<file path="config.mk">
export PLATFORM = sky130hd
export DESIGN_NAME = led_blink_bank
export DESIGN_NICKNAME = d
export VERILOG_FILES = /design/src/rtl/led_blink_bank.sv
export SDC_FILE = /design/constraint.sdc
export NUM_CORES = 2
export LEC_CHECK = 0
export CORE_MARGIN = 1.5
export CORE_UTILIZATION = 60
export DETAILED_ROUTE_END_ITERATION = 16
export GPL_TIMING_DRIVEN = 0
export PLACE_DENSITY = 0.82
export SLEW_MARGIN = 20
export SYNTH_ARGS = -nofsm -noshare
export SYNTH_HDL_FRONTEND = slang
export SYNTH_SLANG_ARGS = --single-unit
</file>
<file path="constraint.sdc">
create_clock -name clk -period 7.95 [get_ports clk]
set_input_delay 1.1925 -clock clk [delete_from_list [all_inputs] [get_ports clk]]
set_output_delay 1.1925 -clock clk [all_outputs]
set_load 0.1 [all_outputs]
</file>
<file path="src/rtl/led_blink_bank.sv">
// Multi-channel LED blinker: one shared prescaler tick drives per-channel
// OFF/ON/BLINK/ONESHOT patterns, each configured through a single-cycle write port.
//
// mode    | meaning
// OFF     | led low, phase held
// ON      | led high, phase held
// BLINK   | led lit while phase < duty, phase wraps at period-1 on each tick
// ONESHOT | led lit while active, active drops after duty ticks and pulses done
module led_blink_bank #(
  parameter int CH       = 8,
  parameter int PRESCALE = 50000,
  parameter int PW       = 16
) (
  input  logic          clk,
  input  logic          aclr,
  input  logic          sync,
  input  logic          wr_en,
  input  logic [4:0]    wr_ch,
  input  logic [1:0]    wr_mode,
  input  logic [PW-1:0] wr_period,
  input  logic [PW-1:0] wr_duty,
  output logic          tick,
  output logic [CH-1:0] led,
  output logic [CH-1:0] done
);

  localparam int CW = $clog2(PRESCALE);

  typedef enum logic [1:0] {
    M_OFF     = 2'd0,
    M_ON      = 2'd1,
    M_BLINK   = 2'd2,
    M_ONESHOT = 2'd3
  } mode_t;

  logic [CW-1:0] pre_q;

  assign tick = (pre_q == CW'(PRESCALE - 1));

  always_ff @(posedge clk or negedge aclr) begin
    if (!aclr) begin
      pre_q <= '0;
    end else if (sync || tick) begin
      pre_q <= '0;
    end else begin
      pre_q <= pre_q + CW'(1);
    end
  end

  for (genvar g = 0; g < CH; g++) begin : g_ch
    mode_t         mode_q, mode_d;
    logic [PW-1:0] period_q, period_d;
    logic [PW-1:0] duty_q, duty_d;
    logic [PW-1:0] phase_q, phase_d;
    logic          active_q, active_d;
    logic          led_q, done_q;
    logic          lit, fin, wr_sel;

    // Channel index match implies wr_ch < CH, so out-of-range writes hit nobody.
    assign wr_sel = wr_en && (wr_ch == 5'(g));

    always_comb begin
      lit = 1'b0;
      case (mode_q)
        M_OFF:     lit = 1'b0;
        M_ON:      lit = 1'b1;
        M_BLINK:   lit = (period_q != '0) && (phase_q < duty_q);
        M_ONESHOT: lit = active_q;
        default:   lit = 1'b0;
      endcase
    end

    always_comb begin
      mode_d   = mode_q;
      period_d = period_q;
      duty_d   = duty_q;
      phase_d  = phase_q;
      active_d = active_q;
      fin      = 1'b0;
      if (wr_sel) begin
        mode_d   = mode_t'(wr_mode);
        period_d = wr_period;
        duty_d   = wr_duty;
        phase_d  = '0;
        active_d = (wr_mode == 2'd3) && (wr_duty != '0);
      end else if (sync) begin
        phase_d = '0;
      end else if (tick) begin
        case (mode_q)
          M_BLINK: begin
            if (period_q == '0 || phase_q >= period_q - PW'(1)) begin
              phase_d = '0;
            end else begin
              phase_d = phase_q + PW'(1);
            end
          end
          M_ONESHOT: begin
            if (active_q) begin
              if (phase_q == duty_q - PW'(1)) begin
                active_d = 1'b0;
                phase_d  = '0;
                fin      = 1'b1;
              end else begin
                phase_d = phase_q + PW'(1);
              end
            end
          end
          default: ;
        endcase
      end
    end

    always_ff @(posedge clk or negedge aclr) begin
      if (!aclr) begin
        mode_q   <= M_OFF;
        period_q <= '0;
        duty_q   <= '0;
        phase_q  <= '0;
        active_q <= 1'b0;
        led_q    <= 1'b0;
        done_q   <= 1'b0;
      end else begin
        mode_q   <= mode_d;
        period_q <= period_d;
        duty_q   <= duty_d;
        phase_q  <= phase_d;
        active_q <= active_d;
        led_q    <= lit;
        done_q   <= fin;
      end
    end

    assign led[g]  = led_q;
    assign done[g] = done_q;
  end

endmodule

</file>
# == Word level (Yosys, flattened, before mapping) ==
# Cells that the tools add are included.
# op_classes
add_sub_neg,25
magnitude_cmp,16
n_eq_ne,57
mux,161
reduce_logical,100
# op_table
op,n
2-to-1 mux 16 bit,49
case mux 16 bit (2 select lines),8
subtractor 16 x 1 -> 16 bit (second input constant),16
adder 16 x 1 -> 16 bit (second input constant),9
nonzero test 16 bit,9
== test 16 bit,8
greater-or-equal comparator 16 bit,8
zero test 16 bit,8
< comparator 16 bit,8
2-to-1 mux 1 bit,96
AND reduction 3 bit,16
== test 2 bit (second input constant),17
inequality test 4 bit (second input constant),8
case mux 1 bit (4 select lines),8
nonzero test 2 bit,16
nonzero test 4 bit,8
nonzero test 3 bit,8
== test 5 x 3 -> 1 bit (second input constant),4
logical AND 1 bit,17
== test 16 bit (second input constant),1
== test 2 x 1 -> 1 bit (second input constant),8
zero test 2 bit,8
inequality test 2 x 1 -> 1 bit (second input constant),8
== test 5 x 2 -> 1 bit (second input constant),2
3 further kinds,11
# word_totals
reg_bits,440
inputBits,43
output_inout_bits,17
wordCells,416

# == Logic depth before layout (Yosys ltp) ==
# depth
depth_word,8
ltp_mapped,16
ltp_nobuf,15

# == Worst setup path after synthesis ==
# No wires, ideal clock.
# synth_timing
path_type,register -> register
start,reg g_ch[1].period_q[5]
end,reg g_ch[1].phase_q[0]
arrival_time_ns,3.628
setup_slack_ns,4.198
path_stages_with_launch,15
path_buffers,2
synth_period_minus_slack_ns,3.752
path_cell_list,dfrtp_1 or4_1 nand4b_1 or3_1 nor3_1 xnor2_1 ha_1 nand4_1 or3b_2 inv_1 a21oi_1 a22o_1 buf_2 clkbuf_1 mux2_2
# synth_via
elab_chain_len,8
# synth_lines
element,line_no,rtl
from (decl),52,"logic [PW-1:0] period_q, period_d;"
from (signal assigned),124,period_q <= period_d;
subtractor 16 x 1 -> 16 bit,91,if (period_q == '0 || phase_q >= period_q - PW'(1)) begin
greater-or-equal comparator 16 bit,91,
logical OR 1 bit (*),91,
2-to-1 mux 16 bit (*),91,
case mux 16 bit (2 select lines) (*),89,case (mode_q)
2-to-1 mux 16 bit (*),88,end else if (tick) begin
2-to-1 mux 16 bit (*),86,end else if (sync) begin
2-to-1 mux 16 bit (*),80,if (wr_sel) begin
to (signal assigned),126,phase_q <= phase_d;
to (decl),54,"logic [PW-1:0] phase_q, phase_d;"
# Mark *: on every way between the ends. The rest lies on a longest branch, timed or not. The select of a mux whose other input is x is not followed.
# A chain may end at the register's enable or synchronous reset.

# == Final worst setup path ==
# layout_timing
start,reg pre_q[0]
end,reg g_ch[4].phase_q[13]
# layout_via
elab_chain_len,3
# layout_lines
element,line_no,rtl
from (decl),36,logic [CW-1:0] pre_q;
from (signal assigned),46,pre_q <= pre_q + CW'(1);
== test 16 bit,38,assign tick = (pre_q == CW'(PRESCALE - 1));
nonzero test 3 bit (no line),--,
AND reduction 3 bit (no line),--,
to (signal assigned),126,
to (decl),54,
# No other way between the ends.

==> metrics.md <==
| Metric | Value |
|---|---|
| Slew Limit Headroom | 15.1% |
| Ys Warns | 0 |
| Top area cells in the synthesized netlist | dfrtp_1 (35%), ha_1 (11%), nand2_1 (7.7%) |
| Arr. time, crit path | 5940 ps |
| Clock power share | 33.5% |
| GRT overflow | 0 |
| Initial core utilization | 61.1% |
| Hold Vio Cnt, Final | 0 |
| Min cycle time layout | 5430 ps |
| CP top delay family | buffers and inverters |
| Worst Path Required | 8470 ps |
| Average instance area after synthesis | 8.38 µm² |
| Num CTS Buffers | 51 |
| Vias in the first global route | 27600 |
| DR vias/cell | 6.39 |
| Clk Latency, worst-skew pair | 630 ps |
| GPL Wtd Cong | 0.939 |
| Seq cells post-synth | 440 |
| Clk buf depth | 3 |
| Core ar. | 51700 µm² |
| Crit path top cell by count | clkbuf_1 |
| Gr usage total | 34.5% |
| Die ar. | 54000 µm² |
| CTS tree | yes |
| Sw Ratio | 35.1% |
| Synth Area in Compound Gates | 15.7% |
| Leakage | 0.0156 µW |
| Pre-antenna DRT Iters | 7 |
| Die H | 232 µm |
| Share of cells above drive strength 1 | 4.70% |
| Die W | 232 µm |
| # DRC | 0 |
| Synth area leader | dfrtp_1 |
| Clock root buffer | clkbuf_16 |
| Comb pwr share | 26.7% |
| Initial antenna violation count | 1 |
| Power Density | 214 nW/µm² |
| Post-CTS setup buffer count | 0 |
| Hold WC Path Type | input pin to asynchronous set/reset pin |
| Synth cell types | 78 |
| FP Rows | 83 |
| Post-Synth XOR/XNOR Area | 7.54% |
| Top-area cell type share of the netlist area | 34.8% |
| Mapped cell area | 31600 µm² |
| WL final | 93.0 mm |
| Worst-path clk slew | 60 ps |
| Syn nets | 4102 |
| Int Power | 4820 µW |
| Power Total | 7430 µW |
| Cell Count Post-Placement | 4480 |
| Area Overhead vs Synth | 9.72% |
| Largest family of logic cells by synthesized area | simple AND/OR/NAND/NOR gates |
| First-pass GRT wire length | 148 mm |
| Fin util | 67.0% |
| Net Switching | 2610 µW |
| Cts repair resizes | 0 |
| Final period util | 68.2% |
| Status | finished, final reports clean |
| Clk_skew | 22.2 ps |
| Port-buffer cells | 23 |
| Syn Inst Count | 3770 |
| Sink Count | 440 |
| Top cells by count, synth | nand2_1 (644), dfrtp_1 (440), ha_1 (289) |
| Final cell count without fillers | 4575 |
| I/O pin count | 60 |
| R2R Setup Slk | 2520 ps |
| Slowest CP cell | clkbuf_1 |
| Top-count cell post-synth | nand2_1 |
| Final ANT Viol Nets | 0 |
| Design area | 34700 µm² |
| Buffers & Inverters on Critical Path | 4 |
| CP cell instances | ha_1 > and3_1 > nand4_1 > clkinv_1 > nand2b_1 > clkbuf_1 > nor3_1 > o41ai_1 > clkbuf_1 > clkbuf_1 > nor3b_1 > o21a_1 |
| Placed cell area | 32900 µm² |
| Fmax | 184 MHz |
| Final TNS setup | 0 ps |
| Top FF cell, synth | dfrtp_1 |
| Synth Area in Simple Gates | 24.2% |
| Slew Viols, Final | 0 |
| Unrepaired setup endpoints after global routing | false |
| Sequential power share | 39.7% |
| Synth Area in Adders | 11.4% |
| Register area share after synthesis | 34.8% |
| EDFF count, synth | 0 |
| Critical Path End Type | flip-flop |
| Drt initial violations | 2885 |
| Actual slew at the worst max-slew pin | 1270 ps |
| Avg WL per Cell | 20.3 µm |
| Detailed placer's ending HPWL | 65.1 mm |
| Critical path's largest stage delay | 930 ps |
| Final setup fails | 0 |
| NumNets Final | 4185 |
| H-tree Lvls | 2 |
| Worst Setup Path Type | flip-flop to flip-flop |
| Diode count | 0 |
| CP startpoint kind | flip-flop |
| Mux contribution to synthesized area | 1.33% |
| Max-cap viol count | 0 |
| Via count | 29200 |
| CP max FO | 10 |
| Maximum VDD drop | 0.000163 V |
| Post-synth ARST share | 100% |
| CTS Hold Bufs | 0 |
| Largest net degree at the start of global routing | 97 |
final cells by class:
cell class / instances / area, µm²
well taps: 680 / 851
inverters: 208 / 781
flip-flops and latches: 440 / 11000
clock inverters: 24 / 332
plain buffers: 181 / 773
fillers: 4242 / 17000
repair buffers: 30 / 385
multi-input cells: 2941 / 19100
clock buffers: 71 / 1440
worst register-to-register path, stage by stage (launching register included):
cell and delay (ps):
dfrtp_1 390, ha_1 220, and3_1 240, nand4_1 690, clkinv_1 750, nand2b_1 710
clkbuf_1 930, nor3_1 160, o41ai_1 140, clkbuf_1 370, clkbuf_1 420, nor3b_1 120
o21a_1 190
power by group through the flow:
stage / Sequential (µW) / Clock, µW / Combinational [µW]
6_report: 2950 / 2490 / 1980
5_1_grt: 2990 / 2610 / 2220
4_1_cts: 2930 / 2510 / 1960
3_5_place_dp: 2960 / 0 / 1930
3_3_place_gp: 2960 / 0 / 1860
2_1_floorplan: 2860 / 0 / 1470
logic make-up after synthesis:
family                     after synthesis
xor gates and xnor gates               272
DFF                                    440
buffers and inverters                  389
AOI/OAI and AO/OA                      766
muxes                                   40
and+or+nand+nor                       1574
adders and majority gates              289
sequential cells by signal (all words and copies together) (netlist names):
| register | count |
|---|---|
| g_ch.active_q | 8 |
| g_ch.done_q | 8 |
| g_ch.duty_q | 128 |
| g_ch.led_q | 8 |
| g_ch.mode_q | 16 |
| g_ch.period_q | 128 |
| g_ch.phase_q | 128 |
| pre_q | 16 |
stage by stage:
| stage | hold WS, ps | worst slack (ps) |
|---|---|---|
| after floorplan | 425 | 4200 |
| after global placement | 444 | -13910 |
| after detailed placement | 452 | 2690 |
| after CTS | 460 | 2500 |
| after global routing | 486 | 2500 |
| final | 456 | 2520 |
final timing paths:
path,endpoint,cells after the start,from
worst max-delay path,g_ch[4].phase_q[13],12,pre_q[0]
worst min-delay path,g_ch[5].phase_q[4],1,aclr
worst max register to register,g_ch[4].phase_q[13],12,pre_q[0]
worst min register to register,pre_q[0],1,pre_q[0]
max in group asynchronous,g_ch[0].phase_q[6],3,aclr
min in group clk,pre_q[0],1,pre_q[0]
cell usage in the layout, fill, tap and decap left out, types with 12 or more instances in the layout:
cell	n
clkbuf_1	154
o311ai_0	18
nand2b_1	36
o21ai_0	267
o22ai_1	12
nand3_1	156
xor2_1	97
or4_1	30
a211oi_1	20
nor4_1	67
nor2b_1	37
o21a_1	43
a31oi_1	51
nand2_1	644
or2_2	14
a21o_1	49
clkbuf_2	12
o211ai_1	24
nor2_1	192
mux2_2	15
a32oi_1	14
dfrtp_1	440
xnor2_1	175
o31ai_1	19
buf_4	19
nor3b_1	30
a41oi_1	21
clkdlybuf4s50_1	22
inv_1	207
and2_1	30
o2111ai_1	21
or3_1	35
a21oi_1	111
mux2i_1	25
ha_1	289
nor3_1	98
nand4_1	62
and3_1	80
clkbuf_16	51
routing by layer:
| layer | part of all wire, % | GRT usage [%] |
|---|---|---|
| met1 | 41 | 45.6 |
| met3 | 9.8 | 7.23 |
| met4 | 5.4 | 17.6 |
| met2 | 44 | 53.5 |
| met5 | 0 | 0 |
Note: power is estimated with default switching activity, not from simulation.
